<file path="config.mk">
export PLATFORM = sky130hd
export DESIGN_NAME = servo_slew_ctrl
export DESIGN_NICKNAME = d
export VERILOG_FILES = /design/src/rtl/servo_slew_ctrl.sv
export SDC_FILE = /design/constraint.sdc
export NUM_CORES = 1
export LEC_CHECK = 0
export ABC_AREA = 1
export ABC_CLOCK_PERIOD_IN_PS = 8140
export CORE_MARGIN = 2
export CORE_UTILIZATION = 58
export CTS_CLUSTER_DIAMETER = 30
export DETAILED_ROUTE_END_ITERATION = 10
export PLACE_DENSITY = 0.79
export SLEW_MARGIN = 0
export SYNTH_ARGS = -nofsm -noshare
export SYNTH_HDL_FRONTEND = slang
export SYNTH_SLANG_ARGS = --single-unit
</file>
<file path="constraint.sdc">
create_clock -name clk -period 8.14 [get_ports clk]
set_input_delay 0.814 -clock clk [delete_from_list [all_inputs] [get_ports clk]]
set_output_delay 0.814 -clock clk [all_outputs]
set_load 0.005 [all_outputs]
</file>
<file path="src/rtl/servo_slew_ctrl.sv">
`timescale 1ns/1ps
// servo_slew_ctrl: clamps a handshaked servo duty target and ramps duty_cycle toward it once per PWM frame.
// Optional SERVO_IDLE_RELEASE_EN drops pwm_enable after IDLE_FRAMES idle frames.
module servo_slew_ctrl #(
   parameter int SYS_FREQ_MHZ = 25,
   parameter int FRAME_NS     = 20_000_000,
   parameter int DUTY_MIN     = 21,
   parameter int DUTY_MAX     = 102,
   parameter int DUTY_RESET   = 62,
   parameter int STEP         = 2,
   parameter int IDLE_FRAMES  = 50
) (
   input  logic       clk,
   input  logic       reset,
   input  logic       target_valid,
   output logic       target_ready,
   input  logic [9:0] target_duty,
   output logic [9:0] duty_cycle,
   output logic       frame_tick,
   output logic       busy,
   output logic       at_target,
   output logic       pwm_enable
);
   localparam int FRAME_CYCLES = FRAME_NS * SYS_FREQ_MHZ / 1000;
   localparam int CW = FRAME_CYCLES > 1 ? $clog2(FRAME_CYCLES) : 1;
   localparam logic [CW-1:0] LAST = CW'(FRAME_CYCLES - 1);
   typedef enum logic {IDLE, MOVING} state_t;
   logic [CW-1:0] cnt_q, cnt_d;
   logic tick_q, tick_d, pend_q, pend_d, rdy_q, rdy_d, busy_q, busy_d, at_q, at_d;
   logic [9:0] duty_q, duty_d, tgt_q, tgt_d, pv_q, pv_d, clamped, step;
   logic [10:0] diff;
   logic up, acc;
   state_t state_q, state_d;
   always_comb begin
      acc = target_valid && rdy_q;
      clamped = target_duty < 10'(DUTY_MIN) ? 10'(DUTY_MIN) : target_duty > 10'(DUTY_MAX) ? 10'(DUTY_MAX) : target_duty;
      cnt_d = cnt_q == LAST ? '0 : cnt_q + CW'(1);
      tick_d = cnt_d == LAST;
      up = tgt_q > duty_q;
      diff = up ? {1'b0, tgt_q} - {1'b0, duty_q} : {1'b0, duty_q} - {1'b0, tgt_q};
      step = diff > 11'(STEP) ? 10'(STEP) : diff[9:0];
      // step uses the old target; a pending target only becomes active at this same edge
      duty_d = !tick_q ? duty_q : up ? duty_q + step : duty_q - step;
      tgt_d = tick_q && pend_q ? pv_q : tgt_q;
      pv_d = acc ? clamped : pv_q;
      pend_d = acc || (pend_q && !tick_q);
      state_d = duty_d != tgt_d ? MOVING : IDLE;
      rdy_d = !pend_d;
      busy_d = state_d == MOVING;
      at_d = state_d == IDLE && !pend_d;
   end
   always_ff @(posedge clk or negedge reset) begin
      if (!reset) begin
         cnt_q   <= '0;
         tick_q  <= 1'b0;
         duty_q  <= 10'(DUTY_RESET);
         tgt_q   <= 10'(DUTY_RESET);
         pv_q    <= 10'(DUTY_RESET);
         pend_q  <= 1'b0;
         rdy_q   <= 1'b1;
         busy_q  <= 1'b0;
         at_q    <= 1'b1;
         state_q <= IDLE;
      end else begin
         cnt_q   <= cnt_d;
         tick_q  <= tick_d;
         duty_q  <= duty_d;
         tgt_q   <= tgt_d;
         pv_q    <= pv_d;
         pend_q  <= pend_d;
         rdy_q   <= rdy_d;
         busy_q  <= busy_d;
         at_q    <= at_d;
         state_q <= state_d;
      end
   end
`ifdef SERVO_IDLE_RELEASE_EN
   localparam int IW = $clog2(IDLE_FRAMES + 1);
   logic [IW-1:0] idle_q, idle_d;
   logic en_q, en_d;
   always_comb begin
      idle_d = (acc || state_d == MOVING) ? '0 :
               (tick_q && state_q == IDLE && !pend_q && idle_q != IW'(IDLE_FRAMES)) ? idle_q + IW'(1) : idle_q;
      en_d = acc ? 1'b1 : idle_d == IW'(IDLE_FRAMES) ? 1'b0 : en_q;
   end
   always_ff @(posedge clk or negedge reset) begin
      if (!reset) begin
         idle_q <= '0;
         en_q   <= 1'b1;
      end else begin
         idle_q <= idle_d;
         en_q   <= en_d;
      end
   end
   assign pwm_enable = en_q;
`else
   assign pwm_enable = 1'b1;
`endif
   assign target_ready = rdy_q;
   assign duty_cycle   = duty_q;
   assign frame_tick   = tick_q;
   assign busy         = busy_q;
   assign at_target    = at_q;
endmodule

</file>
==> impl_metrics.toml <==
[outcome]
status = "finished clean"

[synthesis]
ys_top_cells_by_area = "dfrtp_1 21%, nand2_1 14%, dfstp_2 10%"
dominantRegCellSynth = "dfrtp_1"
yosysUniqueCellTypes = 43
synth_top_area_share = 0.214
synthArstFlopShare = 1.00
synth_edf_count = 0
seq_area_frac_synth = 0.318
syn_area_per_cell_um2 = 7.06
syn_inst = 612
yosys.area.top_type = "dfrtp_1"
synth_warnings = 0
synth_seq_cells = 54
syn_nets = 659
synthesis.area_mm2 = 0.00432

[layout]
fin_area_mm2 = 0.00472
nNetsFinal = 684
num_antenna_cells = 0
drive_gt1_frac = 0.0956
area_growth_pct = 9.18

[sta]
tns_ps = 0
maxSlewViolCount = 0
min_period_ps = 5180
fmax_mhz = 193
fin_ws_ps = 2960
rsz0062_at_grt = "no"
worst_clock_skew_ps = 11.9
setup_violations = 0
min_period_over_period = 0.636
tightestPinTransition_ps = 771
whs_ps = 438
hold_violations = 0
max_slew_margin = 0.482

[placement]
hpwl_um = 7660
gp_congestion = 0.924
pre_cts_slack_ps = 3040
portBuffers = 26
dpl_cell_area_mm2 = 0.00463

[setup_path]
worstPathRequired_ps = 8380
cp_max_fo = 19
startpoint_type = "flop"
end_kind = "flop"
r2r_start = "duty_cycle[2]$_DFF_PN1_"
r2r_slack_ps = 2960
r2r_end = "at_target$_DFF_PN1_"
slowest_stage = "dfstp_2"
startpoint = "duty_cycle[2]$_DFF_PN1_"
r2r_cells = 31
max_stage_delay_ps = 570
worstPathArrival_ps = 5420
timing_worst_setup_path_type = "reg -> reg"
crit_top_cell = "nand2_1"

[run]
drv_cap = 0

[floorplanning]
io_pins = 28
die_y_um = 90.3
dieWidth_um = 90.3
rows = 31
dieArea_mm2 = 0.00816
core_mm2 = 0.00725
initial_core_util = 0.596

[route]
drt_iter0_markers = 191
dr.pass1.iters = 5
viasPerCell = 5.29
vias = 3896
ant_nets = 0
wirelength_um = 9550
drc = 0
wl_per_cell_um = 13.0

[power_and_ir_drop]
p_total_w = 0.000469
sw_frac_of_total = 0.231
leakagePower_nw = 2.50
power_frac_comb = 0.065
power_density_mw_per_mm2 = 99.4
power_frac_clock = 0.315
internal-power_w = 0.000360
power_frac_seq = 0.620
ir_worst_vdd_mv = 0.130
p_sw_w = 0.000109

[clock_network]
root_buffer = "clkbuf_8"
cts_buffers = 5
cts_max_level = 2
holdBufCountCts = 0
cts_tree = "yes"
cts_resized = 0
clkSlewWorstSetupHoldPaths_ps = 90
clockBufferDepth = 2
cts.sinks = 54
clk_latency_ps = 310
cts_setup_buffers = 0

[hold_path]
min_from = "pend_q$_DFF_PN0_"
hold_class = "reg -> reg"
hold_end = "target_ready$_DFF_PN1_"
worstHoldPathCells = 1

[global_routing]
grt_pass1_vias = 3697
grt_max_degree = 55
grt_pass1_wl_um = 16300
gr-usage-all-layers = 0.240
antenna_found_initial = 0
grt_remaining_overflow = 0
## layout make-up
cell class              count  area [um^2]
fillers                   648         2530
inverters                 122          458
multi-input cells         427         2420
repair buffers             27          263
flip-flops and latches     54         1370
clock buffers               6         72.6
well taps                  99          124
clock inverters             2         13.8
## worst max-delay path by stage
stage	end	slack, ps
after global routing	at_target$_DFF_PN1_	2540
final	at_target$_DFF_PN1_	2960
after global placement	at_target$_DFF_PN1_	3190
after CTS	at_target$_DFF_PN1_	3020
after floorplan	at_target$_DFF_PN1_	3670
after detailed placement	at_target$_DFF_PN1_	3040
## cell families after synthesis
logic type      synth area share
flops                      0.318
fa+ha+maj                  0.104
buf+inv                    0.124
compound gates            0.0889
xor+xnor                  0.0365
simple gates               0.329
other cells             0.000867
## cell usage in the layout (no fill, tap or decap), types with 2 or more instances in the layout
master | Yosys | layout
nand2_1 | 163 | 163
xnor2_1 | 3 | 3
nor2_1 | 41 | 41
nor2_2 | 3 | 3
inv_2 | 5 | 5
or2_2 | 4 | 4
clkdlybuf4s50_1 | 0 | 25
fa_1 | 3 | 3
nor3_1 | 8 | 8
nand2_2 | 10 | 10
o22ai_1 | 5 | 5
ha_1 | 31 | 31
dfrtp_1 | 37 | 37
nand4_1 | 18 | 18
and3_1 | 2 | 2
inv_1 | 116 | 116
nor4_1 | 5 | 5
nand3_1 | 39 | 39
clkbuf_8 | 0 | 5
nand3_4 | 2 | 2
o211ai_1 | 4 | 4
nand3_2 | 3 | 3
dfstp_2 | 17 | 17
o21ai_0 | 28 | 28
a21oi_1 | 24 | 24
xor2_1 | 15 | 15
nor2_4 | 2 | 2
a32oi_1 | 2 | 2
o21ai_1 | 2 | 2
## cells in the mapped netlist (all sizes together), types with 2 or more instances
cell type	n
nand2	174
inv	121
nor2	46
nand3	44
dfrtp	37
ha	31
o21ai	30
a21oi	24
nand4	19
dfstp	17
xor2	15
nor3	10
buf	7
nor4	6
o22ai	5
o211ai	4
or2	4
fa	3
xnor2	3
a32oi	2
and3	2
clkbuf	2
## state kept, by name (all words and copies together), names as in the netlist
register and flops:
busy 1, cnt_q 19, tgt_q 10, target_ready 1
pend_q 1, frame_tick 1, pv_q 10, at_target 1
duty_cycle 10
## layer usage
| metal | vias up | share of wire | GRT usage |
|---|---|---|---|
| met5 | - | 0 | 0 |
| met4 | 0 | 0.012 | 0.0641 |
| met3 | 11 | 0.035 | 0.0259 |
| met2 | 95 | 0.47 | 0.401 |
| met1 | 1805 | 0.49 | 0.334 |
| li1 | 1985 | - | - |
## metrics by stage
step,utilization,cells
floorplan,-,612
global placement,0.639,729
detailed placement,0.639,729
CTS,0.651,737
global route,0.651,737
finish,0.651,737
## worst max-delay path, delay by kind of cell (launching register included)
kind / cells / cell delay (ps)
fa+ha+maj: 3 / 1020
buf+inv: 3 / 290
simple gates: 18 / 2250
compound gates: 5 / 680
xor+xnor: 2 / 320
flops: 1 / 570
## power groups by stage
stage | combinational [W] | clock, W | sequential, W
2_1_floorplan | 0.0000142 | 0 | 0.000295
3_3_place_gp | 0.0000299 | 0 | 0.000296
3_5_place_dp | 0.0000308 | 0 | 0.000296
4_1_cts | 0.0000311 | 0.000153 | 0.000291
5_1_grt | 0.0000344 | 0.000165 | 0.000292
6_report | 0.0000304 | 0.000148 | 0.000291
Note: power is estimated with default switching activity, not from simulation.
